--- src/rtl/keychain_arith_pkg.sv ---
// Shared types for the keychain arithmetic blocks: operation modes, FSM states
// and the mode classification helper.
package keychain_arith_pkg;

  localparam int MODE_W = 2;

  typedef enum logic [MODE_W-1:0] {
    MODE_SQ     = 2'b00,
    MODE_MUL    = 2'b01,
    MODE_MODSQ  = 2'b10,
    MODE_MODMUL = 2'b11
  } mode_e;

  typedef enum logic [1:0] {
    IDLE = 2'b00,
    CALC = 2'b01,
    ERR  = 2'b10
  } state_e;

  function automatic logic is_mod(input mode_e mode);
    return (mode == MODE_MODSQ) || (mode == MODE_MODMUL);
  endfunction

  function automatic logic is_square(input mode_e mode);
    return (mode == MODE_SQ) || (mode == MODE_MODSQ);
  endfunction

endpackage

--- src/rtl/mod_mult_iter_if.sv ---
// Request/result bundle of the iterative multiplier: start handshake and
// operands in, product with busy/valid/error status out.
interface mod_mult_iter_if #(
  parameter int WIDTH = 8
);
  logic                 ready_in;
  logic [1:0]           mode_in;
  logic [WIDTH-1:0]     a_in;
  logic [WIDTH-1:0]     b_in;
  logic [WIDTH-1:0]     mod_in;
  logic [2*WIDTH-1:0]   result_out;
  logic                 busy_out;
  logic                 valid_out;
  logic                 error_out;

  modport master (
    output ready_in, mode_in, a_in, b_in, mod_in,
    input  result_out, busy_out, valid_out, error_out
  );

  modport slave (
    input  ready_in, mode_in, a_in, b_in, mod_in,
    output result_out, busy_out, valid_out, error_out
  );
endinterface

--- src/rtl/blakley_step.sv ---
// One MSB-first Blakley iteration: r' = (2r + bit*b) mod m, assuming r<m and b<m.
// Because the sum stays below 3m, two conditional subtractions finish the reduction.
module blakley_step #(
  parameter int WIDTH = 8
) (
  input  logic [WIDTH-1:0] r_i,
  input  logic [WIDTH-1:0] b_i,
  input  logic [WIDTH-1:0] m_i,
  input  logic             bit_i,
  output logic [WIDTH-1:0] r_o
);
  localparam int TW = WIDTH + 2;

  logic [TW-1:0] m_ext;
  logic [TW-1:0] sum;
  logic [TW-1:0] once;
  logic [TW-1:0] twice;

  always_comb begin
    m_ext = {2'b00, m_i};
    sum   = {1'b0, r_i, 1'b0} + (bit_i ? {2'b00, b_i} : {TW{1'b0}});
    once  = (sum >= m_ext) ? (sum - m_ext) : sum;
    twice = (once >= m_ext) ? (once - m_ext) : once;
    r_o   = twice[WIDTH-1:0];
  end

endmodule

--- src/rtl/mod_mult_iter.sv ---
// Iterative multiply/square unit with optional modular reduction, consuming one
// bit of operand a per clock from the MSB down.
module mod_mult_iter
  import keychain_arith_pkg::*;
#(
  parameter int WIDTH = 8
) (
  input  logic          clk_in,
  input  logic          rst_n_in,
  mod_mult_iter_if.slave bus
);
  localparam int IDX_W = (WIDTH > 1) ? $clog2(WIDTH) : 1;
  localparam int RW    = 2 * WIDTH;

  state_e           state_q,  state_d;
  mode_e            mode_q,   mode_d;
  logic [WIDTH-1:0] a_q,      a_d;
  logic [WIDTH-1:0] b_q,      b_d;
  logic [WIDTH-1:0] m_q,      m_d;
  logic [RW-1:0]    r_q,      r_d;
  logic [IDX_W-1:0] idx_q,    idx_d;
  logic [RW-1:0]    result_q, result_d;
  logic             busy_q,   busy_d;
  logic             valid_q,  valid_d;
  logic             error_q,  error_d;

  mode_e            in_mode;
  logic [WIDTH-1:0] in_b_eff;
  logic             in_bad;
  logic             cur_bit;
  logic [WIDTH-1:0] mod_r;
  logic [RW-1:0]    plain_r;
  logic [RW-1:0]    r_next;

  // Operand legality is decided from the raw inputs so ERR is entered on the accept edge.
  always_comb begin
    in_mode  = mode_e'(bus.mode_in);
    in_b_eff = is_square(in_mode) ? bus.a_in : bus.b_in;
    in_bad   = is_mod(in_mode) &&
               ((bus.mod_in == {WIDTH{1'b0}}) || (in_b_eff >= bus.mod_in));
  end

  assign cur_bit = a_q[idx_q];

  blakley_step #(.WIDTH(WIDTH)) u_step (
    .r_i   (r_q[WIDTH-1:0]),
    .b_i   (b_q),
    .m_i   (m_q),
    .bit_i (cur_bit),
    .r_o   (mod_r)
  );

  // Plain modes keep the full double-width accumulator; it never overflows.
  always_comb begin
    plain_r = {r_q[RW-2:0], 1'b0} + (cur_bit ? {{WIDTH{1'b0}}, b_q} : {RW{1'b0}});
    r_next  = is_mod(mode_q) ? {{WIDTH{1'b0}}, mod_r} : plain_r;
  end

  always_comb begin
    state_d  = state_q;
    mode_d   = mode_q;
    a_d      = a_q;
    b_d      = b_q;
    m_d      = m_q;
    r_d      = r_q;
    idx_d    = idx_q;
    result_d = result_q;
    busy_d   = busy_q;
    valid_d  = 1'b0;
    error_d  = error_q;

    unique case (state_q)
      IDLE: begin
        if (bus.ready_in) begin
          mode_d  = in_mode;
          a_d     = bus.a_in;
          b_d     = in_b_eff;
          m_d     = bus.mod_in;
          r_d     = {RW{1'b0}};
          idx_d   = IDX_W'(WIDTH - 1);
          busy_d  = 1'b1;
          error_d = 1'b0;
          state_d = in_bad ? ERR : CALC;
        end
      end
      CALC: begin
        r_d   = r_next;
        idx_d = idx_q - 1'b1;
        if (idx_q == {IDX_W{1'b0}}) begin
          result_d = r_next;
          valid_d  = 1'b1;
          error_d  = 1'b0;
          busy_d   = 1'b0;
          state_d  = IDLE;
        end
      end
      ERR: begin
        result_d = {RW{1'b0}};
        valid_d  = 1'b1;
        error_d  = 1'b1;
        busy_d   = 1'b0;
        state_d  = IDLE;
      end
      default: begin
        busy_d  = 1'b0;
        state_d = IDLE;
      end
    endcase
  end

  always_ff @(posedge clk_in or negedge rst_n_in) begin
    if (!rst_n_in) begin
      state_q  <= IDLE;
      mode_q   <= MODE_SQ;
      a_q      <= '0;
      b_q      <= '0;
      m_q      <= '0;
      r_q      <= '0;
      idx_q    <= '0;
      result_q <= '0;
      busy_q   <= 1'b0;
      valid_q  <= 1'b0;
      error_q  <= 1'b0;
    end else begin
      state_q  <= state_d;
      mode_q   <= mode_d;
      a_q      <= a_d;
      b_q      <= b_d;
      m_q      <= m_d;
      r_q      <= r_d;
      idx_q    <= idx_d;
      result_q <= result_d;
      busy_q   <= busy_d;
      valid_q  <= valid_d;
      error_q  <= error_d;
    end
  end

  assign bus.result_out = result_q;
  assign bus.busy_out   = busy_q;
  assign bus.valid_out  = valid_q;
  assign bus.error_out  = error_q;

endmodule
--- src/flat_wrapper.sv ---
// flat-port wrapper written by rule: the top's interface ports become plain ports
module mod_mult_iter_flat import keychain_arith_pkg::*;
#(
  parameter int WIDTH = 8
)
  (clk_in, rst_n_in, bus_ready_in, bus_mode_in, bus_a_in, bus_b_in, bus_mod_in, bus_result_out, bus_busy_out, bus_valid_out, bus_error_out);
  mod_mult_iter_if #(.WIDTH(WIDTH)) bus_i ();
  input  logic clk_in;
  input  logic rst_n_in;
  input wire logic [$bits(bus_i.ready_in)-1:0] bus_ready_in;
  input wire logic [$bits(bus_i.mode_in)-1:0] bus_mode_in;
  input wire logic [$bits(bus_i.a_in)-1:0] bus_a_in;
  input wire logic [$bits(bus_i.b_in)-1:0] bus_b_in;
  input wire logic [$bits(bus_i.mod_in)-1:0] bus_mod_in;
  output wire logic [$bits(bus_i.result_out)-1:0] bus_result_out;
  output wire logic [$bits(bus_i.busy_out)-1:0] bus_busy_out;
  output wire logic [$bits(bus_i.valid_out)-1:0] bus_valid_out;
  output wire logic [$bits(bus_i.error_out)-1:0] bus_error_out;
  assign bus_i.ready_in = bus_ready_in;
  assign bus_i.mode_in = bus_mode_in;
  assign bus_i.a_in = bus_a_in;
  assign bus_i.b_in = bus_b_in;
  assign bus_i.mod_in = bus_mod_in;
  assign bus_result_out = bus_i.result_out;
  assign bus_busy_out = bus_i.busy_out;
  assign bus_valid_out = bus_i.valid_out;
  assign bus_error_out = bus_i.error_out;
  mod_mult_iter #(.WIDTH(WIDTH)) u_core (.clk_in(clk_in), .rst_n_in(rst_n_in), .bus(bus_i));
endmodule
--- config.mk ---
export PLATFORM = sky130hd
export DESIGN_NAME = mod_mult_iter_flat
export DESIGN_NICKNAME = d
export VERILOG_FILES = /design/src/rtl/keychain_arith_pkg.sv /design/src/rtl/mod_mult_iter_if.sv /design/src/rtl/blakley_step.sv /design/src/rtl/mod_mult_iter.sv /design/src/flat_wrapper.sv
export SDC_FILE = /design/constraint.sdc
export NUM_CORES = 1
export LEC_CHECK = 0
export ABC_AREA = 0
export CAP_MARGIN = 10
export CORE_MARGIN = 2
export CORE_UTILIZATION = 45
export CTS_CLUSTER_DIAMETER = 100
export DETAILED_ROUTE_END_ITERATION = 8
export PLACE_DENSITY = 0.66
export SLEW_MARGIN = 20
export SYNTH_ARGS = -nofsm -noshare
export SYNTH_HDL_FRONTEND = slang
export SYNTH_HIERARCHICAL = 1
export SYNTH_SLANG_ARGS = --single-unit
--- constraint.sdc ---
create_clock -name clk_in -period 18 [get_ports clk_in]
set_clock_uncertainty 0.15 [all_clocks]
set_input_delay 1.8 -clock clk_in [delete_from_list [all_inputs] [get_ports clk_in]]
set_output_delay 1.8 -clock clk_in [all_outputs]
set_load 0.1 [all_outputs]
; Yosys cells after proc, flatten, opt, wreduce, memory -nomap -nowiden
; Index checks and enable logic that the tools add are counted.
[totals]
regBits = 65
latch_bits = 0
ramBits = 0
mem_bits_ro = 0
inputBits = 29
word_cells = 70
mem_count = 0
[op_classes]
add_sub_neg = 5
mul = 0
div = 0
magnitude_cmp = 4
eq_ne = 8
shifts = 0
muxes = 25
bitwise = 0
reduce_logical = 17
[op_table]
columns = op, count
row1 = 2-to-1 mux 16 bit, 2
row2 = 2-to-1 mux 8 bit, 4
row3 = case mux 16 bit (2 select lines), 1
row4 = case mux 15 bit (2 select lines), 1
row5 = greater-or-equal comparator 10 x 8 -> 1 bit, 2
row6 = adder 16 x 8 -> 16 bit, 1
row7 = 2-to-1 mux 15 bit, 1
row8 = adder 9 x 8 -> 10 bit, 1
row9 = "== test 2 bit, second input constant", 5
row10 = 2-to-1 mux 10 bit, 1
row11 = subtractor 10 x 8 -> 10 bit, 1
row12 = greater-or-equal comparator 8 bit, 1
row13 = zero test 8 bit, 1
row14 = AND reduction 2 bit, 4
row15 = subtractor 8 bit, 1
row16 = 2-to-1 mux 2 bit, 3
row17 = case mux 3 bit (2 select lines), 1
row18 = 2-to-1 mux 1 bit, 5
row19 = zero test 2 bit, 2
row20 = logical OR 1 bit, 4
row21 = "less-than comparator 3 x 4 -> 1 bit, second input constant", 1
row22 = case mux 1 bit (2 select lines), 2
row23 = case mux 2 bit (2 select lines), 1
row24 = nonzero test 2 bit, 2
row25 = other kinds (11), 11

; Depth between registers and ports, before layout
; Gate-level depths: netlist of the first run.
[logic_depth]
depth_word = 11
ltp_mapped = 30
depth_no_buf = 30

; By module
; The synthesis of the first run kept the hierarchy.
[modules_own_cells]
columns = module, instances, cells_each, area_each_um2, seq_area_each_um2
row1 = mod_mult_iter, 1, 337, 3462.1, 1601.5
row2 = blakley_step, 1, 161, 1266.2, 0.0

; Worst setup path before layout of the first run
; Ideal clock, no wire load.
[synth_path]
kind = reg2reg
start = register u_core.idx_q[0]
end = register u_core.r_q[4]
setup_time_ns = 0.122
t_arrival_ns = 6.536
required_ns = 17.728
setup_slack_ns = 11.192
stages_incl_launch_ff = 31
n_path_buf = 0
period_less_slack_ns = 6.808
cell_sequence = dfrtp_1 mux4_1 mux2i_4 inv_1 and2_1 ha_1 inv_1 fa_1 nor2b_1 o31a_1 o21a_1 nor2_1 xnor2_1 ha_1 a21o_1 a31oi_1 nand3b_1 mux2_2 ha_1 inv_1 fa_1 a21o_1 a21oi_1 o21ai_0 o211ai_1 nand3_1 nor4b_4 mux2_2 nand2_1 o21ai_0 a32o_1
[synth_via]
elab_chain_cells = 10
[synth_lines]
columns = item, line_no
row1 = from (decl), mod_mult_iter.sv:21  ; logic [IDX_W-1:0] idx_q, idx_d;
row2 = from (signal assigned), mod_mult_iter.sv:131  ; idx_q <= idx_d;
row3 = binary-select mux 1 bit (select 3 bit) *, mod_mult_iter.sv:43  ; assign cur_bit = a_q[idx_q];
row4 = 2-to-1 mux 1 bit (implied by the code) *, mod_mult_iter.sv:43
row5 = via u_core.cur_bit, mod_mult_iter.sv:30  ; logic cur_bit;
row6 = 2-to-1 mux 8 bit *, blakley_step.sv:21  ; sum = {1'b0, r_i, 1'b0} + (bit_i ? {2'b00, b_i} : {TW{1'b0}});
row7 = adder 9 x 8 -> 10 bit *, blakley_step.sv:21
row8 = subtractor 10 x 8 -> 10 bit or greater-or-equal comparator 10 x 8 -> 1 bit (tied branches), blakley_step.sv:22  ; once = (sum >= m_ext) ? (sum - m_ext) : sum;
row9 = 2-to-1 mux 10 bit *, blakley_step.sv:22
row10 = subtractor 8 bit or greater-or-equal comparator 10 x 8 -> 1 bit (tied branches), blakley_step.sv:23  ; twice = (once >= m_ext) ? (once - m_ext) : once;
row11 = 2-to-1 mux 8 bit *, blakley_step.sv:23
row12 = via u_core.mod_r[4], mod_mult_iter.sv:31  ; logic [WIDTH-1:0] mod_r;
row13 = 2-to-1 mux 16 bit *, mod_mult_iter.sv:56  ; r_next = is_mod(mode_q) ? {{WIDTH{1'b0}}, mod_r} : plain_r;
row14 = case mux 15 bit (2 select lines) *, mod_mult_iter.sv:72  ; unique case (state_q)
row15 = to (signal assigned), mod_mult_iter.sv:130  ; r_q <= r_d;
row16 = to (decl), mod_mult_iter.sv:20  ; logic [RW-1:0] r_q, r_d;
; Mark *: on every way through the listed nets, which the timed path passes. The rest lies on a longest branch. The select of a mux whose other input is x is not followed.
; A chain may end at the register's enable or synchronous reset.

; Worst setup path in the final report of the first run
; Same ends and word-level chain as after synthesis.

==> out/metrics.cfg, run 1 <==
[finish]
diodes = 0
synthToLayoutAreaGrowth_pct = 16.6
fin_nets = 621
final_cell_mix = dfrtp_1 (64), nand2_1 (55), o21ai_0 (49)
layoutNonFillerInstCount = 686
drive_gt1_share_pct = 13.6
final_common_cell = dfrtp_1
fin_area_um2 = 5520

[drt]
ant_nets = 0
drc = 0
wire_per_inst_um = 16.2
firstDrtPassIters = 7
via_per_inst = 5.54
vias = 3800
drt_iter0_drc = 137
wl_um = 11100

[hold_path]
hp-class = reg2reg
hold_end = u_core/bus.result_out[2]
min_from = u_core/bus.result_out[2]
holdPathStages = 2

[critical_path]
r2r_cells = 29
crit_path_end_kind = flip-flop
critPathTopFamily = compound AO/OA/AOI/OAI gates
start_kind = flip-flop
crit_arrival_ns = 7.80
required_ns = 18.09
crit_slowest_cell = mux4_1
rr_endpoint = u_core/r_q[4]
crit_buf_inv = 2
ff2ff_setup_slack_ns = 10.28
worst-setup-path-type = reg2reg
critPathMaxStageDelay_ns = 0.62
cp_max_fo = 9
r2r-start = u_core/idx_q[0]

[timing]
finalCritPeriodShare_pct = 42.9
worst_hold_slack_ns = 0.330
hold_violations = 0
setup_violations = 0
finalWorstPathRequiredPeriod_ns = 7.72
slew_violations = 0
fin_tns_setup_ns = 0
fmaxAchievable_ghz = 0.130
rsz0062_at_grt = no
tightest_slew_ns = 1.04
slew_headroom_pct = 30.0

[yosys]
syn-cell-area_um2 = 4730
avgSynthCellArea_um2 = 9.49
yosysUniqueCellTypes = 62
synthArstFlopShare_pct = 100
synth_fp_nets = 574
yosysWarnings = 6
synth-edff-count = 0
synth_ff_type = dfrtp_1
ys_ff_latch = 64
ys_seq_area_share_pct = 33.9
synthCells = 498

[clock_tree]
cts_tree = done
clk_path_buf_depth = 2
root_buffer = clkbuf_8
h-tree-depth = 3
post_cts_buffers = 0
cts_resized = 0
numCtsBuffers = 9
clk_pin_slew_worst_paths_ns = 0.08
insertion_delay_ns = 0.35
cts.sinks = 64
ctsHoldBuffers = 0

[flow_run]
cap_violations = 0

[place]
globalplace.congestion = 0.886
portBuffers = 47
dp.cells = 670
placed_area_um2 = 5320
hpwl_um = 8760

[run_status]
status = complete, no violations

[grt]
gr-usage-met2_pct = 33.6
gr-total-overflow = 0
grt.busiest_layer = met2
grtUsageMet3_pct = 3.74
grt_max_degree = 65
antenna_found_initial = 0
grt_pass1_vias = 3798
track_usage_pct = 20.7
grt_pass1_wl_um = 18500
met1_usage_pct = 28.1

[floorplan]
start_util_pct = 46.0
die_width_um = 107
coreArea_um2 = 10300
core.rowCount = 37
io_pins = 48
die_h_um = 107
die-area_um2 = 11300

-- synthesized netlist by cell type (all sizes together) (4+ instances only) --
cell | count | share of area (%)
dfrtp | 64 | 34
and2 | 7 | 0.98
o21ai | 52 | 5.5
clkbuf | 8 | 0.66
fa | 4 | 1.7
nand3 | 7 | 0.74
nor3 | 5 | 0.53
nor2b | 7 | 0.98
xnor2 | 9 | 1.7
and2b | 6 | 1.1
ha | 43 | 11
inv | 34 | 2.7
nor2 | 29 | 2.3
a21oi | 20 | 2.2
a21o | 7 | 1.1
nand2b | 5 | 0.66
mux2 | 36 | 8.6
xor2 | 17 | 3.3
o211ai | 4 | 0.64
o21a | 6 | 0.95
buf | 5 | 0.50
a211oi | 5 | 0.90
mux2i | 11 | 2.6
nand2 | 57 | 4.7
-- how the worst max path moves through the flow --
stage	from	slack, ns	end	cells past startpoint
after floorplan	u_core/idx_q[0]	11.19	u_core/r_q[4]	30
after global placement	u_core/idx_q[0]	10.73	u_core/r_q[4]	30
after detailed placement	u_core/idx_q[0]	10.45	u_core/r_q[4]	30
after CTS	u_core/idx_q[0]	10.38	u_core/r_q[4]	29
after global routing	u_core/idx_q[0]	9.79	u_core/r_q[4]	29
final	u_core/idx_q[0]	10.28	u_core/r_q[4]	29
-- worst register-to-register path, delay by kind of cell, from the launching register on --
| kind | cells | cell delay, ns |
|---|---|---|
| and+or+nand+nor | 6 | 1.41 |
| adders and majority gates | 4 | 1.23 |
| DFF | 1 | 0.42 |
| xor gates and xnor gates | 1 | 0.21 |
| buffers and inverters | 2 | 0.22 |
| muxes | 4 | 1.63 |
| AOI/OAI and AO/OA | 12 | 2.32 |
-- layout make-up --
cell class | count | area, µm²
inverters | 34 | 128
multi-input cells | 387 | 2950
well taps | 136 | 170
clock inverters | 5 | 37.5
flip-flops and latches | 64 | 1600
repair buffers | 49 | 480
clock buffers | 11 | 151
fillers | 973 | 4760
-- kinds of logic (layout without fill, tap and decap cells) --
kind of cell / after synthesis / count (layout) / synth area share, %
and+or+nand+nor: 141 / 141 / 15.1
AOI/OAI and AO/OA: 124 / 124 / 16.8
adders and majority gates: 47 / 47 / 13.1
buffers and inverters: 47 / 99 / 3.86
DFF: 64 / 64 / 33.9
muxes: 49 / 49 / 12.3
xor gates and xnor gates: 26 / 26 / 4.97
-- state kept, by name, summed over array words and instances (netlist names) --
name	flops
u_core/bus.busy_out	1
u_core/m_q	8
u_core/bus.valid_out	1
u_core/bus.error_out	1
u_core/a_q	8
u_core/mode_q	1
u_core/idx_q	3
u_core/b_q	8
u_core/bus.result_out	16
u_core/r_q	15
u_core/state_q	2
-- routing by layer --
layer | part of all wire, % | vias up
met3 | 3.7 | 19
met4 | 2.2 | 0
met5 | 0 | -
met2 | 47 | 79
met1 | 47 | 1835
li1 | - | 1867
-- stage by stage --
step | utilization (%) | setup WS (ns)
final | 53.7 | 10.28
after global routing | 53.7 | 9.79
after CTS | 53.6 | 10.38
after detailed placement | 51.8 | 10.45
after global placement | 51.8 | 10.73
after floorplan | - | 11.19
Power of run 1 is not shown: default switching activity piles up to over one toggle a cycle in this logic, so the estimate is an artifact.
==> inputs of run 2 (changes only) <==
- clock period: 18 -> 7.65 ns (I/O delays scaled with it)
==> run 2 against run 1 <==
Net effect: flip-flop and latch count unchanged; setup slack got worse by 9.8 ns; global-route usage increased by 0.41 points; die area unchanged; non-clock buffer count increased by 2; via count decreased by 0.68%; first-iteration DRC count increased by 5.8%; register-to-register slack got worse by 9.8 ns; cell count increased by 0.29%; cell area increased by 0.20%; sequential share of layout area decreased by 0.059 points; critical path depth increased by 2; largest cell class unchanged; highest routed layer unchanged.
==> out/metrics.cfg, run 2 (synthesis gave the netlist of run 1 again) <==
[run_status]
status = complete, no violations

[critical_path]
worst-setup-path-type = reg2reg
cp_max_fo = 9
crit_slowest_cell = mux4_1
start_kind = flip-flop
crit_arrival_ns = 7.23
crit_path_frequent_cell = ha_1
required_ns = 7.73
crit_path_end_kind = flip-flop
critPathMaxStageDelay_ns = 0.62

[drt]
via_per_inst = 5.49
ant_nets = 0
drt_iter0_drc = 145
vias = 3774
firstDrtPassIters = 4
wire_per_inst_um = 16.1
wl_um = 11100
drc = 0

[clock_tree]
ctsHoldBuffers = 0
clk_pin_slew_worst_paths_ns = 0.08
root_buffer = clkbuf_8
numCtsBuffers = 9
post_cts_buffers = 0
insertion_delay_ns = 0.34
clk_path_buf_depth = 2
cts_resized = 0
cts_tree = done
h-tree-depth = 3
cts.sinks = 64

[finish]
drive_gt1_share_pct = 14.3
final_common_cell = dfrtp_1
multi_input_area_um2 = 2950
fillers = 952
largest_register_ffs = 16
final_cell_mix = dfrtp_1 (64), nand2_1 (55), o21ai_0 (49)
diodes = 0
synthToLayoutAreaGrowth_pct = 16.9
fin_nets = 623
seq_area_um2 = 1600

[timing]
fin_tns_setup_ns = 0
setup_violations = 0
rsz0062_at_grt = no
fin_ws_ns = 0.498
finalWorstPathRequiredPeriod_ns = 7.15
fmaxAchievable_ghz = 0.140
tightest_slew_ns = 0.998
finalCritPeriodShare_pct = 93.5
slew_headroom_pct = 33.0
hold_violations = 0
slew_violations = 0

[floorplan]
start_util_pct = 46.0
die_h_um = 107
die_width_um = 107
coreArea_um2 = 10300
core.rowCount = 37
die-area_um2 = 11300
io_pins = 48

[grt]
antenna_found_initial = 0
track_usage_pct = 21.1
grt_max_degree = 65
grt_pass1_vias = 3837
grt_pass1_wl_um = 19100
gr-total-overflow = 0

[place]
pre_cts_slack_ns = 0.500
portBuffers = 47
hpwl_um = 8720
globalplace.congestion = 0.877

[hold_path]
hp-class = reg2reg

[flow_run]
cap_violations = 0

[run 2: stage by stage]
step	util (%)	instances	hold WS [ns]	instance area (µm²)
global placement	51.9	672	0.313	5340
detailed placement	51.9	672	0.314	5340
CTS	53.7	688	0.334	5520
global route	53.8	688	0.355	5530
finish	53.8	688	0.328	5530
floorplan	-	498	0.300	4730
[run 2: area by class of cell]
type	instances	area share, %
multi-input combinational	387	53.4
sequential	64	29.0
clock inverter	6	0.792
inverter	34	2.31
clock buffer	10	2.49
tap	136	3.08
timing repair buffer	51	8.97
[run 2: critical path, delay by kind of cell (launching register included)]
kind / cells / cell delay, ns
compound gates: 10 / 2.11
fa+ha+maj: 5 / 1.30
simple gates: 8 / 1.07
flops: 1 / 0.43
buf+inv: 4 / 0.46
mux: 4 / 1.50
[run 2: routing by layer]
metal | GRT usage [%] | share of wire (%) | vias to the layer above
li1 | - | - | 1871
met3 | 2.76 | 3.3 | 12
met2 | 34.4 | 47 | 88
met4 | 6.12 | 1.5 | 0
met5 | 0 | 0 | -
met1 | 29.5 | 48 | 1803
[run 2: worst paths after layout]
path,start,to,slack [ns],cells past startpoint
worst max-delay path,u_core/idx_q[0],u_core/r_q[4],0.50,31
worst min-delay path,u_core/bus.result_out[5],u_core/bus.result_out[5],0.33,2
worst max register to register,u_core/idx_q[0],u_core/r_q[4],0.50,31
worst min register to register,u_core/bus.result_out[5],u_core/bus.result_out[5],0.33,2
max in group asynchronous,rst_n_in,u_core/b_q[3],6.38,2
min in group asynchronous,rst_n_in,u_core/bus.result_out[10],0.41,2
Power of run 2 is left out for the same reason.
==> inputs of run 3 (changes only) <==
- GPL_TIMING_DRIVEN: default -> 0
==> run 3 against run 2 <==
Net effect: routed wire length decreased by 1.4%; global-route usage decreased by 1.0 points; core utilization increased by 1.2 points; critical path depth unchanged.
==> out/metrics.cfg, run 3 (synthesis gave the netlist of run 1 again) <==
[finish]
largest_register_ffs = 16
diodes = 0
drive_gt1_share_pct = 16.1
synthToLayoutAreaGrowth_pct = 19.4
final_common_cell = dfrtp_1
final_cell_mix = dfrtp_1 (63), nand2_1 (56), o21ai_0 (50)
fin_nets = 641

[place]
globalplace.congestion = 0.891
portBuffers = 46
hpwl_um = 8660
pre_cts_slack_ns = -0.131

[critical_path]
r2r_cells = 31
crit_path_end_kind = flip-flop
required_ns = 7.73
critPathMaxStageDelay_ns = 0.61
cp_max_fo = 9
worst-setup-path-type = reg2reg
start_kind = flip-flop
crit_slowest_cell = mux4_1
crit_arrival_ns = 7.28

[timing]
finalCritPeriodShare_pct = 94.1
setup_violations = 0
finalWorstPathRequiredPeriod_ns = 7.20
fmaxAchievable_ghz = 0.139
tightest_slew_ns = 0.979
slew_violations = 0
rsz0062_at_grt = no
fin_ws_ns = 0.453
worst_hold_slack_ns = 0.0926
hold_violations = 0
slew_headroom_pct = 34.5

[grt]
grt_max_degree = 57
grt_pass1_vias = 3745
grt_pass1_wl_um = 17900
gr-total-overflow = 0
track_usage_pct = 20.1
antenna_found_initial = 0

[hold_path]
hp-class = in2async

[drt]
drt_iter0_drc = 166
vias = 3865
firstDrtPassIters = 4
wl_um = 10900
drc = 0
ant_nets = 0
wire_per_inst_um = 15.5
via_per_inst = 5.47

[run_status]
status = complete, no violations

[floorplan]
die_h_um = 107
core.rowCount = 37
coreArea_um2 = 10300
start_util_pct = 46.0
die-area_um2 = 11300
io_pins = 48
die_width_um = 107

[clock_tree]
insertion_delay_ns = 0.34
cts_tree = done
clk_path_buf_depth = 2
clk_pin_slew_worst_paths_ns = 0.08
numCtsBuffers = 9
root_buffer = clkbuf_8
cts.sinks = 64
h-tree-depth = 3

[flow_run]
cap_violations = 0

==> run 3: routing by layer <==
metal / GRT usage (%) / share of wire, %
met5: 0 / 0
met4: 7.05 / 2.6
met3: 4.23 / 3.5
met2: 32.6 / 47
met1: 26.6 / 47
==> run 3: path summary, 6_finish.rpt <==
check	start	endpoint	slack, ns
worst max-delay path	u_core/idx_q[0]	u_core/r_q[4]	0.45
worst min-delay path	rst_n_in	u_core/bus.result_out[14]	0.09
worst max register to register	u_core/idx_q[0]	u_core/r_q[4]	0.45
worst min register to register	u_core/bus.result_out[15]	u_core/bus.result_out[15]	0.33
max in group asynchronous	rst_n_in	u_core/m_q[0]	6.76
min in group clk_in	u_core/bus.result_out[15]	u_core/bus.result_out[15]	0.33
==> run 3: repair_timing <==
action | in CTS | in global routing
buffers inserted | 3 | 6
pin swaps | 1 | 1
hold buffers | 0 | 0
resized for setup | 0 | 5
endpoints found under the setup margin | 11 | 16
==> run 3: area by class of cell <==
class | count | area (µm²)
tap | 136 | 170
timing repair buffer | 56 | 553
multi-input combinational | 387 | 2960
sequential | 64 | 1600
clock inverter | 6 | 43.8
fill | 964 | 4630
buffer | 13 | 55.1
clock buffer | 10 | 138
inverter | 34 | 128
==> run 3: critical path, delay by kind of cell (launching register included) <==
kind            cells  cell delay [ns]
compound gates     12             2.15
xor+xnor            1             0.22
fa+ha+maj           4             1.26
buf+inv             4             0.54
flops               1             0.41
mux                 4             1.44
simple gates        6             0.89
==> run 3: through the flow <==
stage	setup TNS, ns	util [%]	cells	area, µm²
global route	0	55.0	706	5650
global placement	-0.0692	52.1	680	5360
finish	0	55.0	706	5650
CTS	0	54.4	700	5590
detailed placement	-0.520	52.4	681	5380
floorplan	0	-	498	4730
Power of run 3 is left out for the same reason.
==> variant 1: new RTL, settings of run 3 <==
`WIDTH` is set to 8 in 4 places; all go to 16.
--- a/src/rtl/mod_mult_iter_if.sv
+++ b/src/rtl/mod_mult_iter_if.sv
@@ -1,7 +1,7 @@
 // Request/result bundle of the iterative multiplier: start handshake and
 // operands in, product with busy/valid/error status out.
 interface mod_mult_iter_if #(
-  parameter int WIDTH = 8
+  parameter int WIDTH = 16
 );
   logic                 ready_in;
   logic [1:0]           mode_in;
--- a/src/rtl/blakley_step.sv
+++ b/src/rtl/blakley_step.sv
@@ -1,7 +1,7 @@
 // One MSB-first Blakley iteration: r' = (2r + bit*b) mod m, assuming r<m and b<m.
 // Because the sum stays below 3m, two conditional subtractions finish the reduction.
 module blakley_step #(
-  parameter int WIDTH = 8
+  parameter int WIDTH = 16
 ) (
   input  logic [WIDTH-1:0] r_i,
   input  logic [WIDTH-1:0] b_i,
--- a/src/rtl/mod_mult_iter.sv
+++ b/src/rtl/mod_mult_iter.sv
@@ -3,7 +3,7 @@
 module mod_mult_iter
   import keychain_arith_pkg::*;
 #(
-  parameter int WIDTH = 8
+  parameter int WIDTH = 16
 ) (
   input  logic          clk_in,
   input  logic          rst_n_in,
--- a/src/flat_wrapper.sv
+++ b/src/flat_wrapper.sv
@@ -1,7 +1,7 @@
 // flat-port wrapper written by rule: the top's interface ports become plain ports
 module mod_mult_iter_flat import keychain_arith_pkg::*;
 #(
-  parameter int WIDTH = 8
+  parameter int WIDTH = 16
 )
   (clk_in, rst_n_in, bus_ready_in, bus_mode_in, bus_a_in, bus_b_in, bus_mod_in, bus_result_out, bus_busy_out, bus_valid_out, bus_error_out);
   mod_mult_iter_if #(.WIDTH(WIDTH)) bus_i ();
Interface: changed (resized bus_a_in, bus_b_in, bus_mod_in and bus_result_out); port bits go from 48 to 88. No check against the original RTL was run, so the function may have changed too.
==> variant 1 against run 3 <==
- area after synthesis rose by 100%
- setup slack got worse by 0.99 ns
- non-clock buffer count rose by 98
- critical endpoint is now u_core/r_q[5]$_DFFE_PN0P_
- final cell count rose by 110%
- sequential cell count rose by 57
- design area rose by 120%
- sequential share of layout area fell by 3.5 points
- critical path depth rose by 7
- the run now ends with negative setup slack left
- largest cell class unchanged
- wire length rose by 150%
- count of clock-buffer cells in the layout rose by 7
Power is not shown: default switching activity piles up to over one toggle a cycle in this logic, so the estimate is an artifact.
==> variant 1: results (changes against run 3) <==
outcome: finished, violations left
failing checks: negative setup slack
inverter count: 54 (+59%)
pre-CTS setup slack: -1.611 ns (-1.480 ns)
metal2 WL: 12,400 µm (+140%)
met1 Usage GRT: 0.3458 (+0.08006)
most area-consuming cells after synthesis: dfrtp_1, ha_1, mux2_2
critical path's slowest cell: mux4_2
commonest cells in the netlist: dfrtp_1, nand2_1, o21ai_0, ha_1, a21oi_1
nets: 1,329 (+110%)
DP HPWL: 20,500 µm (+140%)
CTS buffer count: 17 (+8)
GRT Resource Usage Total: 0.2504 (+0.04960)
clk_lat worst skew: 0.43 ns (+0.09 ns)
number of global-route vias before repair: 8,259 (+120%)
Slew @ Worst Pin: 1.154 ns (+0.1756 ns)
initial drt markers: 541 (+230%)
via count: 8,458 (+120%)
CTS root buf: clkbuf_16
Yosys cell types: 75 (+21%)
overall routed net length: 26,870 µm (+150%)
H-tree Lvls: 4 (+1)
fill count: 1,780 (+85%)
register area share after synthesis: 0.3207 (-0.01806)
wl on met1: 12,050 µm (+130%)
Area Overhead vs Synth: 28.99%
Finish-stage setup viols: 32 (+32)
routed wl met3: 1694 µm (+340%)
met2 Use GR: 0.4007 (+0.07423)
largest net degree at the start of global routing: 69 (+21%)
CTS clk-pin slew, worst paths: 0.06 ns (-0.02 ns)
Post-DP Area: 0.01076 mm² (+100%)
number of flip-flops in the largest register: 32 (+16)
final std cells w/o fill: 1,472 (+110%)
clock-cell share of area: 0.04705 (+0.01492)
PortBufs: 86 (+87%)
final worst slack: -0.5393 ns (-0.9922 ns)
synthesized net count: 1,181 (+110%)
share of cells above drive strength 1: 0.2196 (+0.05823)
placed instance count: 1,398 (+110%)
initial antenna violation count: 1 (+1)
[variant 1: cell count changes in the layout (fill, tap and decap cells not counted), moves of 20 or more]
cell | run 3 | this run
dfrtp_1 | 63 | 121
nand2_1 | 56 | 110
clkdlybuf4s50_1 | 45 | 85
a21oi_1 | 17 | 48
and2_1 | 6 | 35
buf_4 | 10 | 38
ha_1 | 43 | 69
nor2_1 | 29 | 52
o21ai_0 | 50 | 71
a21o_1 | 7 | 27
inv_1 | 33 | 53
[variant 1: final timing paths]
check                                                      startpoint                                    end  depth (start not counted)
min in group clk_in             u_core/bus.result_out[18]$_DFFE_PN0P_  u_core/bus.result_out[18]$_DFFE_PN0P_                          2
worst min-delay path                                         rst_n_in             u_core/r_q[21]$_DFFE_PN0P_                          1
worst max register to register            u_core/idx_q[0]$_DFFE_PN0P_              u_core/r_q[5]$_DFFE_PN0P_                         38
worst min register to register  u_core/bus.result_out[18]$_DFFE_PN0P_  u_core/bus.result_out[18]$_DFFE_PN0P_                          2
worst max-delay path                      u_core/idx_q[0]$_DFFE_PN0P_              u_core/r_q[5]$_DFFE_PN0P_                         38
max in group asynchronous                                    rst_n_in              u_core/b_q[5]$_DFFE_PN0P_                          2
[variant 1: kinds of logic (layout without fill, tap and decap cells)]
family	after synthesis	after routing	synth area share
multiplexers	83	83	0.1068
buffers and inverters	92	253	0.03935
AO/OA/AOI/OAI	294	294	0.2007
AND/OR/NAND/NOR	304	304	0.1575
adder cells (fa/ha/maj)	87	87	0.1185
flip-flops	121	121	0.3207
XOR/XNOR	60	60	0.05645
[variant 1: repair_timing]
item | CTS | global route
resized for setup | 85 | 39
endpoints found under the setup margin | 32 | 32
gates cloned | 1 | 0
hold buffers | 0 | 0
pin swaps | 41 | 27
setup buffers | 33 | 12
==> variant 2: new RTL, flow settings as in run 3 <==
Made on the original files. `result_q` no longer has a reset.
--- a/src/rtl/mod_mult_iter.sv
+++ b/src/rtl/mod_mult_iter.sv
@@ -117,7 +117,6 @@
       m_q      <= '0;
       r_q      <= '0;
       idx_q    <= '0;
-      result_q <= '0;
       busy_q   <= 1'b0;
       valid_q  <= 1'b0;
       error_q  <= 1'b0;
@@ -129,11 +128,14 @@
       m_q      <= m_d;
       r_q      <= r_d;
       idx_q    <= idx_d;
-      result_q <= result_d;
       busy_q   <= busy_d;
       valid_q  <= valid_d;
       error_q  <= error_d;
     end
+  end
+
+  always_ff @(posedge clk_in) begin
+    result_q <= result_d;
   end
 
   assign bus.result_out = result_q;
Formal check against the unedited RTL: not equivalent (Yosys sat finds a counterexample within 10 cycles, from zero or initial values and one cycle with rst_n_in low; the reset may be asserted at any time).
==> variant 2 against run 3 <==
- design area is 1.8% lower
- largest cell class unchanged
- global-route usage shrank 1.1 points
- sequential share of layout area rose by 2.0 points
- area after synthesis shrank 1.3%
- wire length fell by 6.3%
- setup slack better by 0.0056 ns
- sequential cell count unchanged
- count of clock-buffer cells in the layout shrank 1
Power is not shown: default switching activity piles up to over one toggle a cycle in this logic, so the estimate is an artifact.
==> variant 2: results (changes against run 3) <==
Crit Path Max Fanout: 8 (-1)
Worst Hold Class: input port to asynchronous set/reset pin
Yosys cell types: 62 (unchanged)
ANT cells: 0 (unchanged)
CTS clk-pin slew, worst paths: 0.08 ns (about the same)
Detailed Routing Iterations Pass 1: 4 (unchanged)
number of global-route vias before repair: 3,549 (-5.2%)
delay of the slowest cell on the worst path: 0.60 ns
PortBufs: 46 (unchanged)
share of cells above drive strength 1: 0.1704 (+0.009008)
most area-consuming cells after synthesis: dfrtp_1, ha_1, edfxtp_1
initial drt markers: 162 (-2.4%)
Async SR Flop Fraction: 0.7500 (-0.2500)
CTS root buf: clkbuf_8
worst relative slew slack: 0.3562 (+0.01086)
overall routed net length: 10,240 µm (-6.3%)
largest net degree at the start of global routing: 28 (-51%)
met1 Usage GRT: 0.2557 (-0.009991)
nets: 606 (-5.5%)
GP Congestion: 0.8622 (-3.2%)
GRT Resource Usage Total: 0.1902 (-0.01060)
WP data arrival: 7.12 ns (-0.16 ns)
CP delay by family, top: multiplexers
via count: 3,589 (-7.1%)
initial antenna violation count: 0 (unchanged)
quantity of hold-fixing buffers added after cts: 0 (unchanged)
met3 GRT Util: 0.02597 (-0.01633)
met2 Use GR: 0.3161 (-0.01034)
maximum buffer depth of the clock tree: 2 (unchanged)
Post-synth EDFFs: 16 (+16)
DP HPWL: 8044 µm (-7.1%)
synth warn: 6 (unchanged)
CTS buffer count: 9 (unchanged)
register area share after synthesis: 0.3603 (+0.02161)
H-tree Lvls: 3 (unchanged)
synthesized net count: 543 (-5.4%)
number of flip-flops in the largest register: 16 (unchanged)
clk_lat worst skew: 0.34 ns (about the same)
commonest cells in the netlist: dfrtp_1, ha_1, nand2_1, o21ai_0, mux2_2
critical path's slowest cell: mux4_1
first-pass GRT wire length: 16,880 µm (-5.5%)
fill count: 951 (-1.3%)
outcome: finished clean
==> variant 2: layer usage <==
metal,vias to the layer above,part of all wire
li1,1799,-
met1,1681,0.47
met2,98,0.47
met3,11,0.043
met4,0,0.016
met5,-,0
==> variant 2: worst register-to-register path: cells and delay by family, from the launching register on <==
family                     cells  cell delay (ns)
buffers and inverters          4             0.46
DFF                            1             0.41
xor gates and xnor gates       1             0.18
and+or+nand+nor                7             1.03
muxes                          5             1.76
adders and majority gates      5             1.33
AOI/OAI and AO/OA              8             1.63
==> variant 2: cell type report <==
cell class / instances / share of cell area
Buffer: 10 / 0.007220
Clock inverter: 7 / 0.008574
Inverter: 29 / 0.01963
Multi-Input combinational cell: 363 / 0.5156
Clock buffer: 9 / 0.02234
Tap cell: 136 / 0.03069
Timing Repair Buffer: 52 / 0.09251
Sequential cell: 64 / 0.3035
==> variant 2: through the flow <==
step	area, µm²	setup WS (ns)	cells	utilization
2_1_floorplan	4667	0.8867	466	-
3_3_place_gp	5298	-0.04523	648	0.5201
3_5_place_dp	5313	-0.1603	649	0.5216
4_1_cts	5507	0.2402	668	0.5407
5_1_grt	5545	-0.04054	670	0.5445
6_report	5545	0.4585	670	0.5445
==> variant 2: cell families (layout without fill, tap and decap cells) <==
kind of cell / Yosys count / in the layout / synth area share
AO/OA/AOI/OAI: 110 / 110 / 0.1525
flip-flops: 64 / 64 / 0.3603
AND/OR/NAND/NOR: 127 / 127 / 0.1383
XOR/XNOR: 26 / 26 / 0.05040
adder cells (fa/ha/maj): 48 / 48 / 0.1351
buffers and inverters: 39 / 107 / 0.03190
multiplexers: 52 / 52 / 0.1314
==> variant 2: final timing paths <==
check	start	end	cells after the start	slack, ns
min in group clk_in	u_core/bus.busy_out$_DFFE_PN0P_	u_core/bus.busy_out$_DFFE_PN0P_	2	0.33
worst min-delay path	rst_n_in	u_core/state_q[0]$_DFFE_PN0P_	1	0.25
max in group asynchronous	rst_n_in	u_core/b_q[5]$_DFFE_PN0P_	2	6.55
worst max-delay path	u_core/idx_q[0]$_DFFE_PN0P_	u_core/bus.result_out[1]$_SDFFCE_PP0P_	30	0.46
worst max register to register	u_core/idx_q[0]$_DFFE_PN0P_	u_core/bus.result_out[1]$_SDFFCE_PP0P_	30	0.46
worst min register to register	u_core/bus.busy_out$_DFFE_PN0P_	u_core/bus.busy_out$_DFFE_PN0P_	2	0.33
==> variant 2: repair_timing <==
action                     in CTS  in global routing
setup endpoints to repair      14                 16
pin swaps                       2                  1
resized for setup               0                  8
setup buffers                   3                  2
